### config.mk
export PLATFORM = sky130hd
export DESIGN_NAME = comb_launch_capture
export DESIGN_NICKNAME = d
export VERILOG_FILES = /design/src/rtl/comb_launch_capture.sv
export SDC_FILE = /design/constraint.sdc
export NUM_CORES = 1
export LEC_CHECK = 0
export CORE_MARGIN = 2
export CORE_UTILIZATION = 51
export CTS_BUF_LIST = sky130_fd_sc_hd__clkbuf_8
export DETAILED_ROUTE_END_ITERATION = 12
export GPL_ROUTABILITY_DRIVEN = 0
export PLACE_DENSITY = 0.87
export SETUP_SLACK_MARGIN = 0.1
export SYNTH_ARGS = -nofsm -noshare
export SYNTH_HDL_FRONTEND = slang
export SYNTH_SLANG_ARGS = --single-unit
export TNS_END_PERCENT = 5
### constraint.sdc
create_clock -name clk -period 3.15 [get_ports clk]
set_input_delay 0.945 -clock clk [delete_from_list [all_inputs] [get_ports clk]]
set_output_delay 0.945 -clock clk [all_outputs]
set_load 0.01 [all_outputs]
### src/rtl/comb_launch_capture.sv
// Launch/capture harness around an external combinational block.
// Operands launch from registers, settle for SETTLE_CYCLES, then the result is captured.

module comb_launch_capture #(
    parameter int unsigned WIDTH         = 8,
    parameter int unsigned SETTLE_CYCLES = 1,
    parameter int unsigned CNT_W         = 16
) (
    input  logic             clk,
    input  logic             rst_n,
    input  logic             req_valid,
    output logic             req_ready,
    input  logic [WIDTH-1:0] req_x,
    input  logic [WIDTH-1:0] req_y,
    output logic [WIDTH-1:0] comb_x,
    output logic [WIDTH-1:0] comb_y,
    input  logic [WIDTH-1:0] comb_out,
    output logic             rsp_valid,
    input  logic             rsp_ready,
    output logic [WIDTH-1:0] rsp_data,
    output logic             busy,
    output logic [CNT_W-1:0] xfer_count
);

    if (SETTLE_CYCLES < 1 || SETTLE_CYCLES > 255) begin : g_bad_settle
        $error("comb_launch_capture: SETTLE_CYCLES must lie in 1..255");
    end

    localparam logic [7:0] SettleInit = 8'(SETTLE_CYCLES);

    typedef enum logic [1:0] {StIdle, StSettle, StResp} state_e;

    state_e           state_q;
    logic [7:0]       cnt_q;
    logic [WIDTH-1:0] x_q;
    logic [WIDTH-1:0] y_q;
    logic [WIDTH-1:0] data_q;
    logic             valid_q;
    logic [CNT_W-1:0] count_q;

    // Operand registers only move on an accept edge, so the path under test
    // never toggles outside a launch.
    always_ff @(posedge clk or negedge rst_n) begin
        if (!rst_n) begin
            state_q <= StIdle;
            cnt_q   <= 8'd0;
            x_q     <= '0;
            y_q     <= '0;
            data_q  <= '0;
            valid_q <= 1'b0;
            count_q <= '0;
        end else begin
            unique case (state_q)
                StIdle: begin
                    if (req_valid) begin
                        x_q     <= req_x;
                        y_q     <= req_y;
                        cnt_q   <= SettleInit;
                        state_q <= StSettle;
                    end
                end
                StSettle: begin
                    if (cnt_q == 8'd1) begin
                        data_q  <= comb_out;
                        valid_q <= 1'b1;
                        cnt_q   <= 8'd0;
                        state_q <= StResp;
                    end else begin
                        cnt_q <= cnt_q - 8'd1;
                    end
                end
                StResp: begin
                    if (rsp_ready) begin
                        valid_q <= 1'b0;
                        count_q <= count_q + 1'b1;
                        state_q <= StIdle;
                    end
                end
                default: state_q <= StIdle;
            endcase
        end
    end

    assign req_ready  = (state_q == StIdle);
    assign busy       = (state_q != StIdle);
    assign comb_x     = x_q;
    assign comb_y     = y_q;
    assign rsp_valid  = valid_q;
    assign rsp_data   = data_q;
    assign xfer_count = count_q;

endmodule

After elaboration in Yosys (flattened, before gate mapping)
Index checks and enable logic that the tools add are counted.
{"block": "totals", "ff_bits": 51, "latchBits": 0, "ramBits": 0, "rom_bits": 0, "out_inout_bits": 43, "mem_count": 0}
{"block": "classes", "addsub": 2, "multipliers": 0, "n_div": 0, "magnitude_cmp": 0, "eq_ne": 6, "shifts": 0, "n_mux": 10, "bitwise_logic": 0, "reduce_logical": 10}
{"operator": "$add 16x1->16 const B", "count": 1}
{"operator": "$mux 8", "count": 2}
{"operator": "$pmux 8 s2", "count": 1}
{"operator": "$eq 8x1->1 const B", "count": 1}
{"operator": "$reduce_and 2->1", "count": 4}
{"operator": "$sub 8x1->8 const B", "count": 1}
{"operator": "$mux 2", "count": 3}
{"operator": "$ne 2x2->1 const B", "count": 3}
{"operator": "$pmux 2 s3", "count": 1}
{"operator": "$reduce_and 3->1", "count": 2}
{"operator": "$reduce_bool 2->1", "count": 3}
{"operator": "$eq 2x1->1 const B", "count": 1}
{"operator": "$eq 2x2->1 const B", "count": 1}
{"operator": "$logic_not 2->1", "count": 1}
{"operator": "$mux 1", "count": 2}
{"operator": "$pmux 1 s2", "count": 1}

Logic depth before layout (Yosys ltp)
{"block": "logic_depth", "word_depth": 3, "depth_mapped": 6}

Worst setup path before layout
Ideal clock, no wire load.
{"block": "synth_path", "path_kind": "input port to flip-flop", "start": "input port rsp_ready", "end": "register count_q[12], in the netlist xfer_count[12]", "arrival_time_ns": 1.825, "required_ns": 3.071, "path_slack_ns": 1.245, "stages": 5, "path_cell_list": "and3b_1 > buf_4 > and3_1 > nor3b_1 > xor2_1"}
{"block": "synth_via", "elab_chain_len": 1}
{"element": "start: declaration", "line": "19", "rtl": "input logic rsp_ready,"}
{"element": "$reduce_and 2->1 (no source line)"}
{"element": "end signal: assignment", "line": "75", "rtl": "count_q <= count_q + 1'b1;"}
{"element": "end: declaration", "line": "39", "rtl": "logic [CNT_W-1:0] count_q;"}
No other way between the ends.
A chain may end at the register's enable or synchronous reset.

Worst setup path in the final report
{"block": "layout_path", "start": "register state_q[0]", "end": "output port req_ready"}
{"block": "layout_via", "elab_chain_len": 1}
{"element": "start: declaration", "line": "33", "rtl": "state_e state_q;"}
{"element": "start signal: assignment", "line": "45", "rtl": "state_q <= StIdle;"}
{"element": "start signal: assignment", "line": "59", "rtl": "state_q <= StSettle;"}
{"element": "start signal: assignment", "line": "67", "rtl": "state_q <= StResp;"}
{"element": "$logic_not 2->1", "line": "84", "rtl": "assign req_ready = (state_q == StIdle);"}
{"element": "end: declaration", "line": "12", "rtl": "output logic req_ready,"}
No other way between the ends.

==> impl_results.md <==
* Outcome: finished clean
* Ys Warns at 0
* Setup TNS at 0 ns
* Clk_lat worst skew at 0.31 ns
* CP Depth at 2
* Gr usage total at 19.5%
* Cell variety after synth at 35
* Sw Share at 32.8%
* Max stage delay on crit path at 0.58 ns
* Hold depth at 1
* P&R area growth vs syn at 36.8%
* Dominant synthesized flop cell: dfrtp_1
* FF-to-FF path depth at 4
* Peak Freq at 0.403 GHz
* Num CTS Buffers at 5
* Clk pin slew, worst setup/hold paths at 0.09 ns
* Via density at 5.18
* Iter 0 DRT Violations at 127
* Antenna violations before repair at 0
* DP HPWL at 3120 um
* Crit end category: primary output
* Clock H-tree levels at 2
* Sequential share of power at 42.1%
* CTS tree: yes
* CP Data Arrival Time at 1.54 ns
* Part of the Yosys area used for sequential elements at 57.0%
* Syn Inst Count at 168
* Overall power at 2530 uW
* Crit-path leading delay family: buffers and inverters
* Final WS setup at 0.666 ns
* Detail Route Antenna Nets at 0
* Reg2Reg Setup Slack at 1.25 ns
* Full die area at 4940 um2
* CP max stage cell: clkdlybuf4s50_1
* Largest area contributor in the netlist: dfrtp_1
* Die width at 70.3 um
* Chip Height at 70.3 um
* Setup WS pre-CTS at 0.569 ns
* Gr ovfl total at 0
* Core area at 4290 um2
* Worst-Margin Slew at 0.636 ns
* Commonest non-fill, non-tap cell in the layout: clkdlybuf4s50_1
* Crit path cell chain: nor2_1, clkdlybuf4s50_1
* Pre-antenna DRT Iters at 4
* Placed cell area at 2980 um2
* Avg WL per Cell at 14.9 um
* First-pass GRT wire length at 7460 um
* Share of cells above drive strength 1 at 17.2%
* Min-delay worst type: reg -> reg
* P_sw at 829 uW
* Worst-case clock skew at 0.00628 ns
* Num rows at 24
* PD cells at 825 nW/um2
* Peak ir drop on the vdd network at 0.000482 V
* Syn_nets at 199
* Maximum clock insertion buffer count at 2
* Req. time, crit path at 2.20 ns
* Vias at 1534
* Final WL at 4400 um
* PortBufs at 70
* Syn Std Cell Area at 2240 um2
* CTS sink cnt at 51
* Fill cells at 323
* Initial Utilization at 52.2%
* Via count of the first global-routing pass at 1527
* Largest net degree at the start of global routing at 52
* Max Fanout on Critical Path at 6
* DRC Markers at 0
* Hold_ws at 0.473 ns
* Synth top area share at 57.0%
* Fin crit period at 2.48 ns
* Hold violation count in the final report at 0
* FF+latch count, synth at 51
* Post_cts resized at 0
* RSZ-0062 raised after global routing: no
* Post-route clock period utilization at 78.9%
* Post-synth EDFFs at 0
* IO Count at 71
* FFs w/ async S/R, synth at 100%
* Antenna diodes at 0
* Final #Nets at 274
* Comb pwr share at 43.5%
* Post-Syn Area per Cell at 13.3 um2
* Fin. max-slew vios at 0
* Finish-stage setup viols at 0
* Worst setup path class: reg -> out
* Most frequent cells in the layout: clkdlybuf4s50_1 (69), dfrtp_1 (51), mux2_2 (20)
* Buf+Inv Stages, Crit Path at 1
* Worst slew margin at 57.6%
* Hold buffers post-CTS at 0
* Root buf cell: clkbuf_8
* Synth area leaders: dfrtp_1 (57%), mux2_2 (10%), xnor2_1 (4.7%)
* Setup repair bufs after CTS at 0
* Clock share of power at 14.4%
* Internal power at 1700 uW
* Setup crit start kind: flop
* Static Leak at 0.00132 uW
* Max-Cap Viols at 0
* Fin area at 3060 um2
## flip-flops by register name, indices dropped and copies added, names as in the netlist
signal and flops:
xfer_count 16, cnt_q 8, comb_x 8, state_q 2
comb_y 8, rsp_valid 1, rsp_data 8
## cell usage after synthesis (2+ instances only)
cell	instances
nor2_1	7
nand2b_1	5
mux2_4	5
dfrtp_1	51
ha_1	3
buf_2	2
a31oi_1	2
nand2_1	5
xor2_1	7
a21oi_1	3
nand4_1	2
nor3b_1	3
nand3_1	5
mux2_2	20
nand4_4	2
inv_1	8
xnor2_1	12
nor3_1	5
o22ai_1	3
and3_1	3
## metal layers
layer / vias to the layer above / global-route usage (%) / wire (um) / share of wire [%]
li1: 727 / - / - / -
met1: 752 / 26.5 / 1930 / 44
met3: 7 / 4.33 / 246 / 5.6
met2: 48 / 30.1 / 2140 / 49
met4: 0 / 8.97 / 84 / 1.9
met5: - / 0 / 0 / 0
## through the flow
stage	util, %	instances
finish	71.3	296
global route	71.3	296
CTS	71.3	296
detailed placement	69.3	288
global placement	69.3	288
floorplan	-	168
## layout make-up
class | count | area, um2 | share of cell area, %
sequential | 51 | 1280 | 41.7
tap | 52 | 65.1 | 2.12
inverter | 8 | 30.0 | 0.980
timing repair buffer | 72 | 711 | 23.2
clock inverter | 3 | 16.3 | 0.531
clock buffer | 5 | 68.8 | 2.25
multi-input combinational | 105 | 896 | 29.2
## power by group through the flow
stage | sequential, uW | combinational [uW] | clock (uW)
final | 1060 | 1100 | 364
after global routing | 1100 | 1190 | 399
after CTS | 1070 | 1120 | 377
after detailed placement | 1080 | 1110 | 0
after global placement | 1060 | 1080 | 0
after floorplan | 1140 | 518 | 0
## path summary, 6_finish.rpt
path                           startpoint             end
max reg2reg                      cnt_q[4]     rsp_data[2]
min in group asynchronous           rst_n   xfer_count[6]
max in group asynchronous           rst_n        cnt_q[4]
min                        xfer_count[15]  xfer_count[15]
min reg2reg                xfer_count[15]  xfer_count[15]
max                            state_q[0]       req_ready
## cell families (layout without fill, tap and decap cells)
kind of cell / count (synthesis) / in the layout / synth area share (%)
AOI/OAI and AO/OA: 11 / 11 / 3.24
xor gates and xnor gates: 19 / 19 / 7.43
adders and majority gates: 3 / 3 / 1.68
buffers and inverters: 12 / 88 / 3.02
DFF: 51 / 51 / 57.0
muxes: 25 / 25 / 13.4
and+or+nand+nor: 47 / 47 / 14.2
Note: power is estimated with default switching activity, not from simulation.
